File: config.mk
export PLATFORM = sky130hd
export DESIGN_NAME = muldiv_sequencer
export DESIGN_NICKNAME = d
export VERILOG_FILES = /design/src/rtl/muldiv_sequencer.sv
export SDC_FILE = /design/constraint.sdc
export NUM_CORES = 1
export LEC_CHECK = 0
export ABC_AREA = 1
export CORE_UTILIZATION = 51
export CTS_CLUSTER_DIAMETER = 60
export DETAILED_ROUTE_END_ITERATION = 8
export GPL_TIMING_DRIVEN = 0
export PLACE_DENSITY_LB_ADDON = 0.12
export REMOVE_ABC_BUFFERS = 1
export SLEW_MARGIN = 20
export SYNTH_ARGS = -nofsm -noshare
export SYNTH_HDL_FRONTEND = slang
export SYNTH_SLANG_ARGS = --single-unit
File: constraint.sdc
create_clock -name clk -period 2.4 [get_ports clk]
set_clock_uncertainty 0.15 [all_clocks]
set_input_delay 0.48 -clock clk [delete_from_list [all_inputs] [get_ports clk]]
set_output_delay 0.48 -clock clk [all_outputs]
set_load 0.005 [all_outputs]
File: src/rtl/muldiv_sequencer.sv
// muldiv_sequencer: bit-serial MUL (shift-add) / DIV (restoring) sequencer, one bit per clock.
// Define MULDIV_SIGNED_EN to add the sgn port and a FIXUP state for two's complement operands.
module muldiv_sequencer #(
  parameter int WIDTH = 8
) (
  input  logic             clk,
  input  logic             reset,
  input  logic             start,
  input  logic             op,
`ifdef MULDIV_SIGNED_EN
  input  logic             sgn,
`endif
  input  logic [WIDTH-1:0] a,
  input  logic [WIDTH-1:0] b,
  output logic             busy,
  output logic             done,
  output logic [WIDTH-1:0] result_lo,
  output logic [WIDTH-1:0] result_hi,
  output logic             dz
);
  localparam int CW = $clog2(WIDTH + 1);
`ifdef MULDIV_SIGNED_EN
  typedef enum logic [1:0] {IDLE, RUN, DONE, FIXUP} state_t;
`else
  typedef enum logic [1:0] {IDLE, RUN, DONE} state_t;
`endif
  state_t             r_state;
  logic [CW-1:0]      r_cnt;
  logic [2*WIDTH-1:0] r_acc;
  logic [WIDTH-1:0]   r_a, r_b;
  logic               r_op;
  logic [WIDTH:0]     w_sum, w_rem_sh;
  logic [WIDTH-1:0]   w_diff, w_ma, w_mb;
  logic               w_ge, w_last;
  logic [2*WIDTH-1:0] w_next;
`ifdef MULDIV_SIGNED_EN
  logic               r_sgn, r_sa, r_neg;
  logic [2*WIDTH-1:0] w_fix;
  assign w_ma = (sgn && a[WIDTH-1]) ? -a : a;
  assign w_mb = (sgn && b[WIDTH-1]) ? -b : b;
  // Product negated as a whole; quotient follows sign mismatch, remainder follows the dividend.
  assign w_fix = r_op ? {r_sa ? -r_acc[2*WIDTH-1:WIDTH] : r_acc[2*WIDTH-1:WIDTH],
                         r_neg ? -r_acc[WIDTH-1:0] : r_acc[WIDTH-1:0]}
                      : (r_neg ? -r_acc : r_acc);
`else
  assign w_ma = a;
  assign w_mb = b;
`endif
  // MUL: acc = {partial, multiplier}; DIV: acc = {remainder, dividend/quotient}.
  always_comb begin
    w_sum    = {1'b0, r_acc[2*WIDTH-1:WIDTH]} + (r_acc[0] ? {1'b0, r_a} : '0);
    w_rem_sh = {r_acc[2*WIDTH-1:WIDTH], r_acc[WIDTH-1]};
    w_ge     = w_rem_sh >= {1'b0, r_b};
    w_diff   = w_rem_sh[WIDTH-1:0] - r_b;
    w_next   = r_op ? {w_ge ? w_diff : w_rem_sh[WIDTH-1:0], r_acc[WIDTH-2:0], w_ge}
                    : {w_sum, r_acc[WIDTH-1:1]};
    w_last   = r_cnt == CW'(WIDTH - 1);
  end
  always_ff @(posedge clk or negedge reset) begin
    if (!reset) begin
      r_state   <= IDLE;
      r_cnt     <= '0;
      r_acc     <= '0;
      r_a       <= '0;
      r_b       <= '0;
      r_op      <= 1'b0;
      busy      <= 1'b0;
      done      <= 1'b0;
      result_lo <= '0;
      result_hi <= '0;
      dz        <= 1'b0;
`ifdef MULDIV_SIGNED_EN
      r_sgn     <= 1'b0;
      r_sa      <= 1'b0;
      r_neg     <= 1'b0;
`endif
    end else begin
      done <= 1'b0;
      case (r_state)
        IDLE: if (start) begin
          r_op  <= op;
          r_a   <= w_ma;
          r_b   <= w_mb;
          r_cnt <= '0;
          r_acc <= op ? {{WIDTH{1'b0}}, w_ma} : {{WIDTH{1'b0}}, w_mb};
          dz    <= 1'b0;
`ifdef MULDIV_SIGNED_EN
          r_sgn <= sgn;
          r_sa  <= sgn & a[WIDTH-1];
          r_neg <= sgn & (a[WIDTH-1] ^ b[WIDTH-1]);
`endif
          if (op && b == '0) begin
            r_state   <= DONE;
            done      <= 1'b1;
            result_lo <= '1;
            result_hi <= a;
            dz        <= 1'b1;
          end else begin
            r_state <= RUN;
            busy    <= 1'b1;
          end
        end
        RUN: begin
          r_acc <= w_next;
          r_cnt <= r_cnt + 1'b1;
`ifdef MULDIV_SIGNED_EN
          if (w_last && r_sgn) begin
            busy    <= 1'b0;
            r_state <= FIXUP;
          end else
`endif
          if (w_last) begin
            busy                   <= 1'b0;
            r_state                <= DONE;
            done                   <= 1'b1;
            {result_hi, result_lo} <= w_next;
          end
        end
`ifdef MULDIV_SIGNED_EN
        FIXUP: begin
          r_state                <= DONE;
          done                   <= 1'b1;
          {result_hi, result_lo} <= w_fix;
        end
`endif
        DONE:    r_state <= IDLE;
        default: r_state <= IDLE;
      endcase
    end
  end
endmodule

==> impl_metrics.toml <==
[critical_path]
ff2ff_setup_slack_ps = 150
end_kind = "register"
cp.arrival_ps = 2360
path_max_fanout = 9
crit_required_ps = 2510
start_kind = "register"
crit_type = "register to register"

[synth]
async_flop_share_pct = 100.0
yosys.cell_types.count = 32
netlist_instances = 476
synth_area_sq_um = 3537
syn_avg_cell_area_sq_um = 7.431
ys.flop_type = "dfrtp_1"
ys_seq_area_share_pct = 41.03
synth_edf_count = 0
ys_ff_latch = 58
yosysWarnings = 0

[sta]
slew_viol_final = 0
setup_slack_ps = 154.9
rsz0062_at_grt = "true"
period_minus_slack_ps = 2245
whs_ps = 332.9
clock.fmax_ghz = 0.4454
max_slew_margin_pct = 57.75
worst_pin_slew_ps = 633.7
setup_viol = 0
period_share_pct = 93.54
finalHoldViolCount = 0

[drt]
num_vias = 3262
drt_first_pass_iters = 5
routedWlPerCell_microns = 15.31
avgViaCountPerCell = 5.482
remaining_drc_errors = 0
drt_iter0_markers = 261
postRouteAntennaNets = 0
wirelength_microns = 9107

[clock_tree]
clockRootBuffer = "clkbuf_8"
cts_buffers = 9
cts.clk_slew.worst_paths_ps = 70
cts_sinks = 58
h-tree-depth = 3
cts_buffer_depth = 2
tritoncts = "built"
insertion_delay_ps = 330

[pwr]
intPower_w = 0.003433
leakage_nw = 2.170
ir_drop_uv = 717.8
p_sw_share_pct = 47.69
power_frac_seq_pct = 27.5
p_total_w = 0.006562
p_per_area_nw_per_um2 = 1567
switchingPower_w = 0.003129
combPwrFrac_pct = 59.2
clockPowerShare_pct = 13.3

[cells_and_area]
layout-drive-gt1-share_pct = 7.915
nets = 552
n_antenna_cell = 0
area_growth_syn_to_layout_pct = 18.43
fin_cells = 595
stdcell_area_sq_um = 4189
layout_commonest_cell = "nand2_1"
final_cell_mix = "nand2_1, inv_1, dfrtp_1, o21ai_0, clkdlybuf4s50_1"

[floorplanning]
ioPinCount = 39
die_h_microns = 85.28
core_sq_um = 6531
dieWidth_microns = 85.28
rows = 29
start_util_pct = 54.16
dieArea_sq_um = 7273

[global_route]
grt_max_degree = 37
use_met1_pct = 36.79
grt_busiest_layer = "met2"
grt-ovfl-total = 0
grt_pass1_vias = 3212
grt_util_met3_pct = 5.739
track_usage_pct = 27.28
met2_usage_pct = 43.26
antenna_found_initial = 0
grt_pass1_wl_microns = 15260

[place]
post-place-cells = 575
dpl.hpwl_microns = 6470
portBuffers = 38
place_ws_ps = -1396
place_area_sq_um = 3921
gp_congestion = 0.8884

[outcome]
status = "finished clean"

[job]
maxCapViolCount = 0

[worst_hold_path]
min_path_type = "register to register"
synthesized netlist by cell type (5+ instances only):
library cell | number | area, sq um
ha_1 | 17 | 212.7
xor2_1 | 6 | 52.55
o21ai_0 | 45 | 225.2
a21oi_1 | 33 | 165.2
nand4_1 | 5 | 31.28
nand2_1 | 151 | 566.8
buf_2 | 6 | 30.03
nand3_1 | 32 | 160.2
inv_1 | 59 | 221.5
o211ai_1 | 5 | 37.54
dfrtp_1 | 58 | 1451
nor2_1 | 23 | 86.33
clkbuf_1 | 5 | 18.77
repair_timing:
item	4_1_cts	5_1_grt
endpoints found under the hold margin	22	0
buffers inserted	0	2
setup endpoints to repair	30	23
hold buffers	1	0
cloned	0	1
gates resized for setup	6	10
pin swaps	0	2
metal layers:
layer	routed length, microns	part of all wire [%]
met2	4327	48
met1	4144	46
met4	212	2.3
met5	0	0
met3	423	4.6
stage by stage:
stage	utilization, %	TNS, ps
floorplan	-	0
global placement	59.77	-92620
detailed placement	60.04	-28140
CTS	63.41	0
global route	64.14	-3.739
finish	64.14	0
power by group through the flow:
stage	combinational, W	clock [W]	sequential, W
after global routing	0.00438	0.000922	0.00186
after detailed placement	0.00363	0	0.00182
final	0.00388	0.000871	0.00181
after CTS	0.00372	0.000885	0.00182
after floorplan	0.00255	0	0.00174
after global placement	0.00355	0	0.00181
logic make-up (layout without fill, tap and decap cells):
logic type,Yosys count,count (layout),synth area share [%]
simple gates,220,221,26.00
compound gates,92,92,14.11
buf+inv,79,120,9.728
flops,58,58,41.03
fa+ha+maj,19,19,7.145
xor+xnor,8,8,1.981
cell type report:
cell class	count	area (sq um)
fill	617	2342
inverter	62	239.0
multi-input combinational	340	1789
tap	77	96.34
timing repair buffer	42	425.4
clock inverter	6	57.56
clock buffer	10	127.6
sequential	58	1454
registers in the layout (all words and copies together) (netlist names):
register   flops
dz             1
done           1
result_lo      8
r_cnt          4
r_b            8
r_acc         16
r_a            8
r_op           1
result_hi      8
r_state        2
busy           1
worst max-delay path, cell delays in order (launching register included):
cell and delay, ps:
dfrtp_2 400, buf_4 180, nand2_1 60, inv_1 60, fa_1 430, nand2_1 80
nand2_1 50, nand2_1 80, nand2_1 90, xor2_1 130, o21ai_0 80, o21bai_2 230
a21oi_1 150
final timing paths:
| kind | from | to | depth (start not counted) |
|---|---|---|---|
| hold reg to reg | r_b[3] | r_b[3] | 2 |
| min in group asynchronous | reset | r_state[1] | 2 |
| setup / recovery | r_acc[0] | result_hi[3] | 12 |
| setup reg to reg | r_acc[0] | result_hi[3] | 12 |
| hold / removal | r_b[3] | r_b[3] | 2 |
| max in group asynchronous | reset | r_acc[8] | 3 |
No activity file was read; power rests on OpenSTA's default activity.
